`config.mk`:
```
export PLATFORM = sky130hd
export DESIGN_NAME = fetch_unit
export DESIGN_NICKNAME = d
export VERILOG_FILES = /design/src/rtl/fetch_unit.sv
export SDC_FILE = /design/constraint.sdc
export NUM_CORES = 1
export LEC_CHECK = 0
export BUFFER_PORTS_ARGS = -buffer_cell sky130_fd_sc_hd__clkbuf_2
export CORE_ASPECT_RATIO = 0.9
export CORE_MARGIN = 3
export CORE_UTILIZATION = 35
export CTS_CLUSTER_SIZE = 14
export DETAILED_ROUTE_END_ITERATION = 10
export PLACE_DENSITY = 0.58
export SYNTH_ARGS = -nofsm -noshare
export SYNTH_HDL_FRONTEND = slang
export SYNTH_SLANG_ARGS = --single-unit
```
`constraint.sdc`:
```
create_clock -name clk -period 2.5 [get_ports clk]
set_input_delay 0.5 -clock clk [delete_from_list [all_inputs] [get_ports clk]]
set_output_delay 0.5 -clock clk [all_outputs]
set_load 0.01 [all_outputs]
```
`src/rtl/fetch_unit.sv`:
```
// fetch_unit: owns the program counter, drives the instruction_memory address
// and registers the returned word into ir/ir_pc/ir_valid for the decoder.
// States: BOOT (post-reset idle), RUN (fetching), HOLD (stalled), HALT (frozen).
// Optional macro FETCH_PERF_EN adds a saturating fetch_count output.
module fetch_unit #(
  parameter int ADDR_W      = 8,
  parameter int INSTR_W     = 15,
  parameter int RESET_PC    = 0,
  parameter int BOOT_CYCLES = 1
) (
  input  logic               clk,
  input  logic               rst,
  input  logic               stall,
  input  logic               jump_en,
  input  logic [ADDR_W-1:0]  jump_addr,
  input  logic               halt_req,
  output logic [ADDR_W-1:0]  im_addr,
  input  logic [INSTR_W-1:0] im_data,
  output logic [INSTR_W-1:0] ir,
  output logic               ir_valid,
  output logic [ADDR_W-1:0]  ir_pc,
  output logic [ADDR_W-1:0]  pc,
`ifdef FETCH_PERF_EN
  output logic [15:0]        fetch_count,
`endif
  output logic               halted
);

  // Three-bit encoding leaves spare codes; any of them falls back to BOOT.
  typedef enum logic [2:0] {
    BOOT = 3'd0,
    RUN  = 3'd1,
    HOLD = 3'd2,
    HALT = 3'd3
  } state_t;

  localparam logic [3:0]        BOOT_LAST = 4'(BOOT_CYCLES - 1);
  localparam logic [ADDR_W-1:0] PC_INIT   = ADDR_W'(RESET_PC);

  state_t              state, state_n;
  logic [3:0]          boot_cnt, boot_cnt_n;
  logic [ADDR_W-1:0]   pc_n, ir_pc_n;
  logic [INSTR_W-1:0]  ir_n;
  logic                ir_valid_n;
  logic                do_fetch;

  assign im_addr = pc;
  assign halted  = (state == HALT);

  // Next-state and datapath decode; halt beats jump, jump beats stall.
  always_comb begin
    state_n    = state;
    boot_cnt_n = boot_cnt;
    pc_n       = pc;
    ir_n       = ir;
    ir_pc_n    = ir_pc;
    ir_valid_n = ir_valid;
    do_fetch   = 1'b0;

    case (state)
      BOOT: begin
        ir_valid_n = 1'b0;
        boot_cnt_n = boot_cnt + 4'd1;
        if (boot_cnt == BOOT_LAST) begin
          state_n = RUN;
        end
      end
      RUN, HOLD: begin
        if (halt_req) begin
          state_n    = HALT;
          ir_valid_n = 1'b0;
        end else if (jump_en) begin
          state_n    = RUN;
          pc_n       = jump_addr;
          ir_valid_n = 1'b0;
        end else if (stall) begin
          state_n = HOLD;
        end else begin
          state_n  = RUN;
          do_fetch = 1'b1;
        end
      end
      HALT: begin
        ir_valid_n = 1'b0;
      end
      default: begin
        state_n    = BOOT;
        boot_cnt_n = 4'd0;
        ir_valid_n = 1'b0;
      end
    endcase

    if (do_fetch) begin
      ir_n       = im_data;
      ir_pc_n    = pc;
      ir_valid_n = 1'b1;
      pc_n       = pc + ADDR_W'(1);
    end
  end

  // State and fetch registers; reset overrides every other input.
  always_ff @(posedge clk) begin
    if (rst) begin
      state    <= BOOT;
      boot_cnt <= 4'd0;
      pc       <= PC_INIT;
      ir       <= '0;
      ir_pc    <= '0;
      ir_valid <= 1'b0;
    end else begin
      state    <= state_n;
      boot_cnt <= boot_cnt_n;
      pc       <= pc_n;
      ir       <= ir_n;
      ir_pc    <= ir_pc_n;
      ir_valid <= ir_valid_n;
    end
  end

`ifdef FETCH_PERF_EN
  // Counts successful sequential fetches only, saturating at all-ones.
  always_ff @(posedge clk) begin
    if (rst) begin
      fetch_count <= 16'd0;
    end else if (do_fetch && (fetch_count != 16'hFFFF)) begin
      fetch_count <= fetch_count + 16'd1;
    end
  end
`endif

endmodule

```
==> results.ini, run 1 <==
[pwr]
powerDensity_mw_per_mm2=798
power_mw=1.72
leakage_nw=0.916
ir_drop_v=0.000398

[yosys]
ys_ff_latch=38
netlist_area_mm2=0.00173
syn-num-nets=252
ys_warn_count=0
async_reset_ff_share_pct=0
ys_types=38
synth_ff_type=dfxtp_1
synthCells=217
synth_area_leader_cell=dfxtp_1
synth_edf_count=0
seq_area_frac_synth_pct=44.0
ys_top_cells_by_area=dfxtp_1 (44%), nand2_1 (11%), a21oi_1 (11%), ha_1 (5.1%), buf_4 (3.5%)
post-synth-top-area-fraction_pct=44.0
syn_avg_cell_area_um2=7.96

[layout]
final_util_pct=46.8
num-fill-cells=479
syn2layout_area_growth_pct=24.7
seq_area_um2=761
layout-drive-gt1-share_pct=30.6
diodes=0
nets=313
multi_input_area_um2=826

[global_route]
globalRoute.totalOverflow=0
antenna_found_initial=0
grt_pass1_wl_mm=6.74
grt_use_total_pct=14.7
grt_max_degree=25
grt_pass1_vias=1446

[critical_path]
path_buf_inv=2
slowest_stage=or4b_1
cp_cell_sequence=inv_1, ha_1, or4b_1, buf_4, nor2_1, o21ai_0, a21oi_1
crit_type=flip-flop to flip-flop
crit_fanout=14
cp-end-kind=flip-flop
cp.required_ns=2.72
start_kind=flip-flop
r2r_slack_ns=0.32
cp.arrival_ns=2.40
worst_path_largest_cell_delay_ns=0.70
path_delay_family=simple AND/OR/NAND/NOR gates

[floorplanning]
die_area_mm2=0.00582
io_pins=69
start_util_pct=37.5
rows=23
die_w_um=80.1
coreArea_mm2=0.00460
die_h_um=72.7

[placement]
port_buffers=68
hpwl_mm=3.13
place_ws_ns=0.355
place_congestion=0.787

[timing]
fin_tns_setup_ns=0
fin_crit_ns=2.18
finalHoldViolCount=0
fmax_mhz=458
rsz0062_at_grt=false
finalCritPeriodShare_pct=87.3
slew_headroom_pct=64.7
setup_ws_ns=0.317
worst_pin_slew_ns=0.528
setup_violations=0
slew_violations=0
skew_ns=0.00610

[clock_tree]
cts_tree=built
clock-sinks=38
cts_buffer_depth=2
clkLatencyLatePin_ns=0.29
htreeDepth=2
post_cts_buffers=0
numCtsBuffers=5
cts_resized=0
cts_root_buf=clkbuf_8
clkSlewWorstSetupHoldPaths_ns=0.08
cts_hold_buf=0

[drt]
drt-total-wl_mm=4.30
drcViolationCount=0
dr.first_iter.drc_count=41
ant_nets=0
drt_first_pass_iters=4
post_drt_via_cell_ratio=4.79
wire_per_inst_um=12.6
via_count=1630

[run]
cap_violations=0

[run_status]
status=completed

[hold_path]
worstHoldPathType=primary input to flip-flop

## cell usage after synthesis, types with 3 or more instances
cell / number
a21oi_1: 37
nand2b_1: 4
buf_4: 8
a211oi_1: 3
ha_1: 7
nand2_1: 51
buf_2: 4
nor3_1: 3
nand3_1: 3
o21ai_0: 7
dfxtp_1: 38
nor2_1: 10
inv_1: 9
nor3b_1: 3
clkbuf_1: 5
## cells in the final DEF, fill, tap and decap left out, types with 2 or more instances in the layout
master     n
clkbuf_2  68
nand2_1   51
dfxtp_1   38
a21oi_1   37
nor2_1    10
inv_1      9
o21ai_0    7
ha_1       7
clkbuf_8   5
buf_4      5
nand2b_1   4
a211oi_1   3
nor3b_1    3
nand3_1    3
nor3_1     3
nor4_1     2
o32ai_1    2
clkinv_2   2
## where the power goes
group	leakage [nW]	internal, mW	switching [mW]
Sequential	0.308	0.678	0.0809
Clock	0.0438	0.187	0.212
Combinational	0.564	0.245	0.317
Total	0.916	1.11	0.610
## state kept, by name (all words and copies together), names as in the netlist
| signal | cells |
|---|---|
| boot_cnt | 4 |
| im_addr | 8 |
| ir | 15 |
| ir_pc | 8 |
| ir_valid | 1 |
| state | 2 |
## layout make-up
class	count	share of cell area, %
tap	62	3.60
clock buffer	5	3.19
multi-input combinational	151	38.3
inverter	9	1.57
timing repair buffer	73	17.5
clock inverter	2	0.465
sequential	38	35.3
## per-stage QoR
| step | cell area [um2] | hold WS [ns] | cells |
|---|---|---|---|
| after floorplan | 1730 | 0.471 | 217 |
| after global placement | 2080 | 0.442 | 333 |
| after detailed placement | 2080 | 0.450 | 333 |
| after CTS | 2150 | 0.424 | 340 |
| after global routing | 2150 | 0.436 | 340 |
| final | 2150 | 0.429 | 340 |
## kinds of logic (layout without fill, tap and decap cells)
family	count (synthesis)	count (layout)	synth area share [%]
DFF	38	38	44.0
adders and majority gates	7	7	5.07
and+or+nand+nor	86	86	23.0
buffers and inverters	28	89	8.54
muxes	2	2	1.23
AOI/OAI and AO/OA	56	56	18.2
## worst paths after layout
kind | start | endpoint | cells past startpoint
max | state[0] | im_addr[2] | 7
min | im_data[9] | ir[9] | 3
max reg2reg | state[0] | im_addr[2] | 7
min reg2reg | ir[6] | ir[6] | 2
## tightest hold or removal path, delay by kind of cell
kind	cells	cell delay, ns
buffers and inverters	1	0.08
AO/OA/AOI/OAI	1	0.05
AND/OR/NAND/NOR	1	0.04
## layer usage
layer / part of all wire [%] / global-route usage (%) / up-vias
met3: 6.0 / 3.09 / 4
met2: 43 / 22.2 / 48
met5: 0 / 0 / -
met1: 50 / 20.4 / 729
li1: - / - / 849
met4: 1.1 / 6.19 / 0
(Power assumes the default switching activity.)
==> run 2, diff against run 1 <==
--- a/config.mk
+++ b/config.mk
@@ -12,6 +12,7 @@
 export CTS_CLUSTER_SIZE = 14
 export DETAILED_ROUTE_END_ITERATION = 10
 export PLACE_DENSITY = 0.58
+export RECOVER_POWER = 50
 export SYNTH_ARGS = -nofsm -noshare
 export SYNTH_HDL_FRONTEND = slang
 export SYNTH_SLANG_ARGS = --single-unit
==> run 2 against run 1 <==
Largest power group unchanged; non-clock buffer count did not move; combinational power fell by 2%; critical path type unchanged; via count rose by 0.80%; largest cell class unchanged; total power fell by 0.93%.
==> results.ini, run 2 (synthesized netlist as in run 1, its figures left out) <==
[pwr]
powerDensity_mw_per_mm2=807  ; +1.1%
power_mw=1.70  ; -0.93%
p_clk_share_pct=23.3  ; about the same
switching_share_pct=35.6  ; +0.17 points
p_sw_uw=607  ; -0.46%
sequentialPowerShare_pct=44.5  ; +0.3 points
ir_drop_v=0.000390  ; -2.1%
power.share.combinational_pct=32.1  ; -0.5 points
leakage_nw=0.799  ; -13%
p_int_mw=1.10  ; -1.2%

[drt]
post_drt_via_cell_ratio=4.83  ; +0.80%
via_count=1643  ; +0.80%
ant_nets=0  ; unchanged
drt_first_pass_iters=4  ; unchanged
drt-total-wl_mm=4.30  ; unchanged
drcViolationCount=0  ; unchanged
dr.first_iter.drc_count=50  ; +22%
wire_per_inst_um=12.6  ; unchanged

[timing]
slew_violations=0  ; unchanged
fin_crit_ns=2.18  ; -0.000649 ns
fin_tns_setup_ns=0  ; unchanged
setup_violations=0  ; unchanged
skew_ns=0.00711  ; +0.00102 ns
slew_headroom_pct=65.3  ; +0.58 points
finalCritPeriodShare_pct=87.3  ; about the same
worst_pin_slew_ns=0.519  ; -0.00861 ns
fmax_mhz=458  ; about the same
rsz0062_at_grt=false
setup_ws_ns=0.317  ; +0.000649 ns
finalHoldViolCount=0  ; unchanged
whs_ns=0.429  ; -0.000346 ns

[floorplanning]
die_h_um=72.7  ; unchanged
die_area_mm2=0.00582  ; unchanged
rows=23  ; unchanged
start_util_pct=37.5  ; unchanged
io_pins=69  ; unchanged
coreArea_mm2=0.00460  ; unchanged
die_w_um=80.1  ; unchanged

[layout]
final_cell_mix=nand2_1 (51), dfxtp_1 (38), a21oi_1 (37), clkbuf_2 (34), clkbuf_1 (34)
layout-drive-gt1-share_pct=18.3  ; -12 points
regMostFlops=ir
layout_commonest_cell=nand2_1
diodes=0  ; unchanged
syn2layout_area_growth_pct=22.2
largest_reg_flops=15  ; unchanged
nets=313  ; unchanged

[critical_path]
crit_type=flip-flop to flip-flop
cp.depth=7  ; unchanged
cp_cell_sequence=inv_1, ha_1, or4b_1, buf_4, nor2_1, o21ai_0, a21oi_1
path_buf_inv=2  ; unchanged
cp-end-kind=flip-flop
crit_fanout=14  ; unchanged
cp.required_ns=2.72  ; about the same
cp.arrival_ns=2.40  ; about the same
worst_path_largest_cell_delay_ns=0.70  ; about the same
start_kind=flip-flop
reg2reg_depth=7  ; unchanged
path_delay_family=simple AND/OR/NAND/NOR gates
slowest_stage=or4b_1

[clock_tree]
cts_resized=0  ; unchanged
post_cts_buffers=0  ; unchanged
htreeDepth=2  ; unchanged
clkLatencyLatePin_ns=0.29  ; about the same
cts_tree=built
cts_buffer_depth=2  ; unchanged
clock-sinks=38  ; unchanged
numCtsBuffers=5  ; unchanged
cts_hold_buf=0  ; unchanged
clkSlewWorstSetupHoldPaths_ns=0.08  ; about the same
cts_root_buf=clkbuf_8

[global_route]
grt_pass1_vias=1446  ; unchanged
grt_use_total_pct=14.7  ; unchanged
grt_pass1_wl_mm=6.74  ; unchanged
globalRoute.totalOverflow=0  ; unchanged
antenna_found_initial=0  ; unchanged
grt_max_degree=25  ; unchanged

[placement]
place_ws_ns=0.355  ; unchanged
place_congestion=0.787  ; unchanged
hpwl_mm=3.13  ; unchanged
port_buffers=68  ; unchanged

[hold_path]
hold_depth=3  ; unchanged
worstHoldPathType=primary input to flip-flop

[run_status]
status=completed

[run]
cap_violations=0  ; unchanged

[run 2: cell counts in the layout (fill, tap and decap cells not counted)]
No cell type changed its count.
[run 2: cell type report]
cell class	count	area [um2]
fill	490	2490
multi-input combinational	151	826
sequential	38	761
timing repair buffer	73	335
tap	62	77.6
clock buffer	5	68.8
inverter	9	33.8
clock inverter	2	10.0
[run 2: worst paths after layout]
| check | startpoint | endpoint | slack, ns |
|---|---|---|---|
| worst min-delay path | im_data[9] | ir[9] | 0.43 |
| worst max register to register | state[0] | im_addr[2] | 0.32 |
| worst max-delay path | state[0] | im_addr[2] | 0.32 |
| worst min register to register | ir[6] | ir[6] | 0.45 |
[run 2: power by group through the flow]
| stage | combinational, mW | clock (mW) | sequential [mW] |
|---|---|---|---|
| after floorplan | 0.404 | 0 | 0.776 |
| after global placement | 0.558 | 0 | 0.773 |
| after detailed placement | 0.562 | 0 | 0.774 |
| after CTS | 0.565 | 0.411 | 0.760 |
| after global routing | 0.612 | 0.439 | 0.776 |
| final | 0.547 | 0.397 | 0.759 |
[run 2: tightest hold or removal path, stage by stage]
cell	delay [ns]
clkbuf_2	0.08
nand2_1	0.05
a21oi_1	0.05
[run 2: layer usage]
layer / vias to the layer above / share of wire (%) / GRT usage [%]
met1: 736 / 48 / 20.4
met3: 5 / 7.4 / 3.09
met5: - / 0 / 0
li1: 847 / - / -
met4: 0 / 1.3 / 6.19
met2: 55 / 43 / 22.2
[run 2: stage by stage]
step / utilization [%] / std cells / area [um2]
finish: 45.9 / 340 / 2110
floorplan: - / 217 / 1730
global placement: 45.1 / 333 / 2080
CTS: 46.8 / 340 / 2150
detailed placement: 45.1 / 333 / 2080
global route: 45.9 / 340 / 2110
==> run 3, diff against run 2 <==
==> constraint.sdc (replaced) <==
create_clock -name clk -period 2.1 [get_ports clk]
set_input_delay 0.42 -clock clk [delete_from_list [all_inputs] [get_ports clk]]
set_output_delay 0.42 -clock clk [all_outputs]
set_load 0.01 [all_outputs]
==> run 3 against run 2 <==
Flip-flop and latch count did not move; critical path type unchanged; clock-buffer cell count rose by 2; global-route usage rose by 0.44 points; register-to-register slack got worse by 0.04 ns; clock power rose by 26%; total power rose by 24%; die area did not move; first-iteration DRC count fell by 8.0%; combinational power rose by 30%; cell area rose by 2.4%.
==> results.ini, run 3 (synthesized netlist as in run 1, its figures left out) <==
[clock_tree]
clock-sinks=38  ; unchanged
numCtsBuffers=5  ; unchanged
cts_root_buf=clkbuf_8
clkSlewWorstSetupHoldPaths_ns=0.07  ; about the same
htreeDepth=2  ; unchanged
cts_tree=built
clkLatencyLatePin_ns=0.28  ; about the same
post_cts_buffers=0  ; unchanged
cts_buffer_depth=2  ; unchanged

[floorplanning]
coreArea_mm2=0.00460  ; unchanged
die_w_um=80.1  ; unchanged
die_h_um=72.7  ; unchanged
die_area_mm2=0.00582  ; unchanged
start_util_pct=37.5  ; unchanged
io_pins=69  ; unchanged
rows=23  ; unchanged

[pwr]
ir_drop_v=0.000409  ; +4.9%
power.share.combinational_pct=33.7  ; +1.6 points
sequentialPowerShare_pct=42.6  ; -1.9 points
p_sw_uw=716  ; +18%
switching_share_pct=34.0  ; -1.6 points
powerDensity_mw_per_mm2=973  ; +21%
p_int_mw=1.39  ; +27%
leakage_nw=0.824  ; +3.0%
p_clk_share_pct=23.7  ; +0.4 points

[critical_path]
cp.arrival_ns=2.04  ; -0.36 ns
slowest_stage=dfxtp_1
cp.required_ns=2.32  ; -0.40 ns
start_kind=flip-flop
cp-end-kind=flip-flop
cp_cell_sequence=inv_1, ha_1, buf_4, nor4b_2, buf_12, o21ai_0, a211o_1, o21ai_1
worst_path_largest_cell_delay_ns=0.33  ; -0.37 ns
crit_type=flip-flop to flip-flop
crit_fanout=21  ; +7

[drt]
dr.first_iter.drc_count=46  ; -8.0%
drt_first_pass_iters=4  ; unchanged
drcViolationCount=0  ; unchanged
wire_per_inst_um=12.2  ; -3.6%
via_count=1639  ; -0.24%
ant_nets=0  ; unchanged
post_drt_via_cell_ratio=4.76  ; -1.4%
drt-total-wl_mm=4.19  ; -2.4%

[timing]
fin_tns_setup_ns=0  ; unchanged
skew_ns=0.00153  ; -0.00558 ns
fmax_mhz=549  ; +20%
fin_crit_ns=1.82  ; -0.362 ns
finalCritPeriodShare_pct=86.7  ; -0.60 points
rsz0062_at_grt=false
slew_violations=0  ; unchanged
slew_headroom_pct=68.1  ; +2.8 points
setup_violations=0  ; unchanged
finalHoldViolCount=0  ; unchanged
worst_pin_slew_ns=0.477  ; -0.0419 ns

[placement]
placed_cells=336  ; +0.90%
port_buffers=68  ; unchanged
place_congestion=0.748  ; -5.0%
hpwl_mm=3.09  ; -1.4%

[layout]
largest_reg_flops=15  ; unchanged
final_cell_mix=nand2_1 (51), dfxtp_1 (38), a21oi_1 (37), clkbuf_1 (35), clkbuf_2 (34)
num-fill-cells=492  ; +0.41%
layout-drive-gt1-share_pct=19.5  ; +1.2 points
layout_commonest_cell=nand2_1
diodes=0  ; unchanged
nets=316  ; +0.96%
layoutNonFillerInstCount=344  ; +1.2%
syn2layout_area_growth_pct=25.2
regMostFlops=ir

[hold_path]
worstHoldPathType=primary input to flip-flop

[run]
cap_violations=0  ; unchanged

[global_route]
grt_pass1_wl_mm=7.07  ; +4.8%
grt_max_degree=22  ; -12%
grt_use_total_pct=15.2  ; +0.44 points
antenna_found_initial=0  ; unchanged
grt_pass1_vias=1527  ; +5.6%
globalRoute.totalOverflow=0  ; unchanged

[run_status]
status=completed

[run 3: cell types whose count changed in the layout (fill, tap and decap cells not counted), sizes merged]
cell    delta
buf        +3
clkbuf     +2
clkinv     -1
[run 3: worst paths after layout]
path / from / end / slack [ns] / cells past startpoint
min reg2reg: ir[5] / ir[5] / 0.46 / 2
max reg2reg: state[0] / im_addr[7] / 0.28 / 8
max: state[0] / im_addr[7] / 0.28 / 8
min: im_data[10] / ir[10] / 0.35 / 3
[run 3: metrics by stage]
stage	power, mW	hold WS (ns)	cell area [um2]	util [%]	setup WS (ns)
CTS	2.15	0.343	2200	47.8	0.0863
floorplan	1.40	0.471	1730	-	0.292
global route	2.27	0.348	2160	47.0	0.139
detailed placement	1.64	0.449	2110	45.8	0.0964
global placement	1.64	0.442	2110	45.8	0.133
finish	2.11	0.354	2160	47.0	0.279
[run 3: power by group through the flow]
stage               Sequential [mW]  Combinational [mW]  Clock (mW)
global route                  0.912               0.810       0.552
global placement              0.913               0.722           0
CTS                           0.898               0.731       0.522
floorplan                     0.924               0.481           0
finish                        0.897               0.709       0.500
detailed placement            0.915               0.727           0
[run 3: layer usage]
metal | part of all wire, % | wire [um] | global-route usage (%) | up-vias
met1 | 50 | 2090 | 21.9 | 727
met2 | 42 | 1780 | 22.4 | 50
met5 | 0 | 0 | 0 | -
li1 | - | - | - | 860
met4 | 0.64 | 27 | 4.50 | 0
met3 | 7.1 | 296 | 3.70 | 2
[run 3: area by class of cell]
| type | count | area [um2] | area share [%] |
|---|---|---|---|
| repair buffers | 76 | 370 | 17.1 |
| multi-input cells | 151 | 830 | 38.3 |
| inverters | 9 | 33.8 | 1.56 |
| clock buffers | 7 | 86.3 | 3.99 |
| clock inverters | 1 | 5.00 | 0.231 |
| well taps | 62 | 77.6 | 3.59 |
| flip-flops and latches | 38 | 761 | 35.2 |
[run 3: repair_timing]
action                                  CTS  global route
hold buffers                              0             0
endpoints found under the setup margin    0             5
gates resized for setup                   0             1
[run 3: worst max-delay path, delay by kind of cell (launching register included)]
family | cells | cell delay [ns]
compound gates | 3 | 0.45
buf+inv | 3 | 0.38
flops | 1 | 0.33
simple gates | 1 | 0.30
fa+ha+maj | 1 | 0.29
